===== config.mk =====
export PLATFORM = sky130hd
export DESIGN_NAME = bus_arbiter
export DESIGN_NICKNAME = d
export VERILOG_FILES = /design/src/rtl/bus_arb_pkg.sv /design/src/rtl/bus_arb_pick.sv /design/src/rtl/bus_arbiter.sv
export SDC_FILE = /design/constraint.sdc
export NUM_CORES = 1
export LEC_CHECK = 0
export CAP_MARGIN = 20
export CORE_UTILIZATION = 43
export DETAILED_ROUTE_END_ITERATION = 12
export PLACE_DENSITY = 0.9
export SLEW_MARGIN = 20
export SYNTH_ARGS = -nofsm -noshare
export SYNTH_HDL_FRONTEND = slang
export SYNTH_SLANG_ARGS = --single-unit

===== constraint.sdc =====
create_clock -name clk -period 13.79 [get_ports clk]
set_input_delay 2.758 -clock clk [delete_from_list [all_inputs] [get_ports clk]]
set_output_delay 2.758 -clock clk [all_outputs]
set_load 0.05 [all_outputs]

===== src/rtl/bus_arb_pkg.sv =====
// Shared types and constants for the two-master bus arbiter.
package bus_arb_pkg;

  localparam int unsigned ADDR_W = 32;
  localparam int unsigned DATA_W = 32;
  localparam int unsigned BE_W   = 4;
  localparam int unsigned WAIT_W = 3;

  typedef enum logic [1:0] {
    IDLE   = 2'b00,
    ACCESS = 2'b01,
    RESP   = 2'b10
  } state_t;

  localparam logic M0 = 1'b0;
  localparam logic M1 = 1'b1;

  typedef struct packed {
    logic [ADDR_W-1:0] addr;
    logic [DATA_W-1:0] wdata;
    logic [BE_W-1:0]   byteen;
  } bus_req_t;

endpackage


===== src/rtl/bus_arb_pick.sv =====
// Combinational two-way picker: a lone requester wins, a tie goes to the master not granted last.
module bus_arb_pick
  import bus_arb_pkg::*;
(
  input  logic [1:0] req,
  input  logic       last_gnt,
  output logic       win_id,
  output logic       win_valid
);

  always_comb begin
    win_valid = |req;
    win_id    = M0;
    case (req)
      2'b10:   win_id = M1;
      2'b11:   win_id = (last_gnt == M1) ? M0 : M1;
      default: win_id = M0;
    endcase
  end

endmodule


===== src/rtl/bus_arbiter.sv =====
// Two-master arbiter in front of a single slave bridge port; IDLE -> ACCESS -> RESP per transaction.
// Define BUS_ARB_FIXED_PRI_EN to make master 0 always win ties (no last-granted state).
module bus_arbiter
  import bus_arb_pkg::*;
#(
  parameter int unsigned WAIT_CYCLES = 0
) (
  input  logic              clk,
  input  logic              reset,
  input  logic              m0_req,
  input  logic [ADDR_W-1:0] m0_addr,
  input  logic [DATA_W-1:0] m0_wdata,
  input  logic [BE_W-1:0]   m0_byteen,
  output logic              m0_gnt,
  output logic              m0_rvalid,
  output logic [DATA_W-1:0] m0_rdata,
  input  logic              m1_req,
  input  logic [ADDR_W-1:0] m1_addr,
  input  logic [DATA_W-1:0] m1_wdata,
  input  logic [BE_W-1:0]   m1_byteen,
  output logic              m1_gnt,
  output logic              m1_rvalid,
  output logic [DATA_W-1:0] m1_rdata,
  output logic [ADDR_W-1:0] s_addr,
  output logic [DATA_W-1:0] s_wdata,
  output logic [BE_W-1:0]   s_byteen,
  input  logic [DATA_W-1:0] s_rdata
);

  localparam logic [WAIT_W-1:0] LAST_WAIT = WAIT_W'(WAIT_CYCLES);

  state_t            state;
  logic [WAIT_W-1:0] wait_cnt;
  logic [WAIT_W-1:0] wait_nxt;
  bus_req_t          lat;
  logic              lat_id;
  logic              last_gnt;
  logic              pick_id;
  logic              pick_valid;
  logic              take;
  logic              final_access;
  bus_req_t          m0_bus;
  bus_req_t          m1_bus;
  bus_req_t          win_bus;

  assign m0_bus  = '{addr: m0_addr, wdata: m0_wdata, byteen: m0_byteen};
  assign m1_bus  = '{addr: m1_addr, wdata: m1_wdata, byteen: m1_byteen};
  assign win_bus = (pick_id == M1) ? m1_bus : m0_bus;

  bus_arb_pick u_pick (
    .req       ({m1_req, m0_req}),
    .last_gnt  (last_gnt),
    .win_id    (pick_id),
    .win_valid (pick_valid)
  );

  // Grant is decided and pulsed in the IDLE cycle that sees the request.
  assign take         = !reset && (state == IDLE) && pick_valid;
  assign m0_gnt       = take && (pick_id == M0);
  assign m1_gnt       = take && (pick_id == M1);
  assign final_access = (state == ACCESS) && (wait_cnt == LAST_WAIT);
  assign wait_nxt     = wait_cnt + WAIT_W'(1);
  assign s_addr       = lat.addr;
  assign s_wdata      = lat.wdata;

`ifdef BUS_ARB_FIXED_PRI_EN
  assign last_gnt = M1;
`else
  always_ff @(posedge clk or posedge reset) begin
    if (reset)     last_gnt <= M1;
    else if (take) last_gnt <= pick_id;
  end
`endif

  // Transaction FSM; byteen is staged so it reaches the bridge only in the last ACCESS cycle.
  always_ff @(posedge clk or posedge reset) begin
    if (reset) begin
      state     <= IDLE;
      wait_cnt  <= '0;
      lat       <= '0;
      lat_id    <= M0;
      s_byteen  <= '0;
      m0_rvalid <= 1'b0;
      m1_rvalid <= 1'b0;
      m0_rdata  <= '0;
      m1_rdata  <= '0;
    end else begin
      m0_rvalid <= 1'b0;
      m1_rvalid <= 1'b0;
      m0_rdata  <= '0;
      m1_rdata  <= '0;
      case (state)
        IDLE: begin
          if (take) begin
            lat      <= win_bus;
            lat_id   <= pick_id;
            wait_cnt <= '0;
            s_byteen <= (LAST_WAIT == '0) ? win_bus.byteen : '0;
            state    <= ACCESS;
          end
        end
        ACCESS: begin
          if (final_access) begin
            s_byteen <= '0;
            state    <= RESP;
            if (lat_id == M0) begin
              m0_rvalid <= 1'b1;
              m0_rdata  <= s_rdata;
            end else begin
              m1_rvalid <= 1'b1;
              m1_rdata  <= s_rdata;
            end
          end else begin
            wait_cnt <= wait_nxt;
            s_byteen <= (wait_nxt == LAST_WAIT) ? lat.byteen : '0;
          end
        end
        RESP:    state <= IDLE;
        default: state <= IDLE;
      endcase
    end
  end

endmodule


==> impl_metrics.sql <==
INSERT INTO impl_metrics (metric_group, metric, value, unit) VALUES
('power', 'power_switching', '0.585', 'mW'),
('timing', 'timing.slew.headroom', '43.8', '%'),
('worst_setup_path', 'timing.critical_path.from_type', 'primary input', ''),
('clocking', 'cts_htree_levels', '4', ''),
('routing', 'drc', '0', ''),
('synthesis', 'synth-main-ff-cell', 'sky130_fd_sc_hd__dfrtp_1', ''),
('floorplanning', 'die_area', '0.0143', 'sq mm'),
('layout', 'final_core_utilization', '69.7', '%'),
('clocking', 'tritoncts', 'yes', ''),
('power', 'power_per_cell_area', '168', 'mW/mm^2'),
('timing', 'finalWorstSetupSlack', '5.54', 'ns'),
('synthesis', 'ys_seq_elements', '145', ''),
('power', 'power_report.internal_total', '0.979', 'mW'),
('layout', 'ff_latch_area', '0.00363', 'sq mm'),
('timing', 'maxSlewViolCount', '0', ''),
('global_route', 'globalRouteOverflowTotal', '0', ''),
('routing', 'route.detailed.wl_per_inst', '18.9', 'um'),
('synthesis', 'ys_types', '31', ''),
('clocking', 'hold_buffers', '0', ''),
('synthesis', 'syn_area', '0.00595', 'sq mm'),
('clocking', 'cts_sinks', '145', ''),
('synthesis', 'synth_nets', '722', ''),
('synthesis', 'synth_cells', '547', ''),
('layout', 'area_delta_synth_final', '56.3', '%'),
('routing', 'vias', '4965', ''),
('routing', 'first_iter_violations', '426', ''),
('placement', 'finalWeightedCongestion', '0.842', ''),
('placement', 'place_area', '0.00870', 'sq mm'),
('placement', 'placement.io_buffers', '307', ''),
('placement', 'post-place-cells', '942', ''),
('worst_setup_path', 'crit_required', '11.03', 'ns'),
('timing', 'fin_crit', '8.25', 'ns'),
('synthesis', 'post_synth.cell_area_avg', '10.9', 'sq um'),
('power', 'power.static_leakage', '4.23', 'nW'),
('clocking', 'cts_post_setup_buffers_inserted', '0', ''),
('layout', 'multi_input_area', '0.00170', 'sq mm'),
('global_route', 'global_route_wire_length_before_repair', '28100', 'um'),
('synthesis', 'edff_count_synth', '0', ''),
('floorplanning', 'floorplan.rows', '42', ''),
('layout', 'postLayoutCellArea', '0.00931', 'sq mm'),
('timing', 'whs', '0.479', 'ns'),
('worst_setup_path', 'worst_setup_ep_type', 'output pin', ''),
('power', 'max-vdd-ir-drop', '0.121', 'mV'),
('run_status', 'run_status', 'complete, no violations', ''),
('power', 'power.switching_fraction', '37.4', '%'),
('placement', 'place.detailed.hpwl', '12600', 'um'),
('global_route', 'maximum_number_of_pins_on_one_net_before_global_route_repair', '82', ''),
('worst_setup_path', 'criticalPathCategory', 'in2out', ''),
('layout', 'instances_no_fill', '975', ''),
('clocking', 'cells_resized_by_post_cts_repair', '0', ''),
('clocking', 'worstSkewPairLatency', '0.42', 'ns'),
('power', 'power.combinational.fraction', '35.8', '%'),
('global_route', 'number_of_antenna_violations_at_the_first_check_in_global_routing', '1', ''),
('worst_setup_path', 'r2r_cells', '5', ''),
('clocking', 'cts_buffers', '17', ''),
('timing', 'timing.final.crit_share', '59.9', '%'),
('synthesis', 'yosys_warnings', '0', ''),
('power', 'clock_power_share', '29.9', '%'),
('floorplanning', 'start_util', '44.6', '%'),
('hold_path', 'timing.hold.worst_path_depth', '1', ''),
('routing', 'detail_route.vias_per_cell', '5.09', ''),
('timing', 'setup_repair_after_global_routing_missed_its_margin', 'false', ''),
('timing', 'finalClockSkew', '0.00689', 'ns'),
('layout', 'n_fill_cell', '908', ''),
('clocking', 'cts_root_buf', 'sky130_fd_sc_hd__clkbuf_16', ''),
('floorplanning', 'top_level_ports', '308', ''),
('layout', 'fraction_of_final_layout_cells_sized_beyond_drive_strength_1', '5.64', '%'),
('hold_path', 'hold_class', 'reg2reg', ''),
('timing', 'fmax', '0.121', 'GHz'),
('timing', 'tightest_slew', '0.843', 'ns'),
('power', 'pwr-share-seq', '34.3', '%');
-- registers in the layout (all words and copies together), names as in the netlist --
name       cells
s_addr        32
wait_cnt       3
m0_rdata      32
lat            4
s_byteen       4
m1_rdata      32
last_gnt       1
m0_rvalid      1
state          2
lat_id         1
m1_rvalid      1
s_wdata       32
-- cells by family (layout without fill, tap and decap cells) --
kind of cell | Yosys count | after routing | share of synthesized area [%]
other cells | 0 | 1 | 0
compound gates | 84 | 84 | 10.9
simple gates | 213 | 213 | 16.6
buf+inv | 102 | 353 | 10.9
flops | 145 | 145 | 61.0
fa+ha+maj | 3 | 3 | 0.631
-- worst paths after layout --
check / end / startpoint / slack (ns)
worst max-delay path: m0_gnt / reset / 5.54
worst min-delay path: lat[1] / lat[1] / 0.48
worst max register to register: s_byteen[1] / state[0] / 11.60
worst min register to register: lat[1] / lat[1] / 0.48
max in group asynchronous: s_addr[9] / reset / 9.79
min in group asynchronous: s_wdata[21] / reset / 2.89
-- layout by cell type, fill, tap and decap left out, types with 2 or more instances in the layout --
| master | n |
|---|---|
| sky130_fd_sc_hd__bufinv_16 | 2 |
| sky130_fd_sc_hd__a22o_1 | 3 |
| sky130_fd_sc_hd__clkinvlp_4 | 3 |
| sky130_fd_sc_hd__a21o_1 | 3 |
| sky130_fd_sc_hd__nor3_2 | 2 |
| sky130_fd_sc_hd__and2_1 | 64 |
| sky130_fd_sc_hd__nand2_1 | 132 |
| sky130_fd_sc_hd__a221o_1 | 3 |
| sky130_fd_sc_hd__ha_1 | 3 |
| sky130_fd_sc_hd__clkdlybuf4s50_1 | 307 |
| sky130_fd_sc_hd__clkbuf_8 | 2 |
| sky130_fd_sc_hd__nand2b_1 | 2 |
| sky130_fd_sc_hd__nor2_1 | 4 |
| sky130_fd_sc_hd__a21oi_1 | 3 |
| sky130_fd_sc_hd__nand3_1 | 5 |
| sky130_fd_sc_hd__inv_1 | 7 |
| sky130_fd_sc_hd__inv_6 | 6 |
| sky130_fd_sc_hd__dfrtp_1 | 144 |
| sky130_fd_sc_hd__buf_4 | 5 |
| sky130_fd_sc_hd__a22oi_1 | 64 |
| sky130_fd_sc_hd__clkbuf_16 | 17 |
-- synth_stat cells (all sizes together) (4+ instances only) --
library cell | count | area [sq um]
nand3 | 5 | 25.0
and2 | 64 | 400
inv | 8 | 30.0
nor2 | 4 | 15.0
clkbuf | 17 | 63.8
buf | 77 | 557
dfrtp | 144 | 3600
nand2 | 132 | 495
a22oi | 64 | 480
-- metal layers --
layer	vias up	wire length [um]	GRT usage, %	part of all wire [%]
li1	2221	-	-	-
met1	2433	6210	27.2	34
met2	274	9320	45.7	51
met3	37	2360	14.4	13
met4	0	493	9.14	2.7
met5	-	0	0	0
-- worst max-delay path, stage by stage --
cell	delay [ns]
sky130_fd_sc_hd__clkdlybuf4s50_1	0.53
sky130_fd_sc_hd__or3_4	0.40
sky130_fd_sc_hd__a211oi_4	0.22
sky130_fd_sc_hd__buf_4	0.64
sky130_fd_sc_hd__clkdlybuf4s50_1	0.94
-- power groups by stage --
stage	sequential [mW]	clock, mW	combinational [mW]
floorplan	0.580	0	0.371
global placement	0.537	0	0.551
detailed placement	0.542	0	0.558
CTS	0.536	0.475	0.563
global route	0.545	0.496	0.584
finish	0.537	0.467	0.560
-- layout make-up --
cell class / instances / share of cell area [%]
repair buffers: 313 / 33.5
well taps: 176 / 2.37
diodes: 1 / 0.0269
clock buffers: 20 / 4.91
multi-input cells: 300 / 18.2
flip-flops and latches: 145 / 39.0
inverters: 8 / 0.376
clock inverters: 12 / 1.57
No activity file was read; power rests on OpenSTA's default activity.
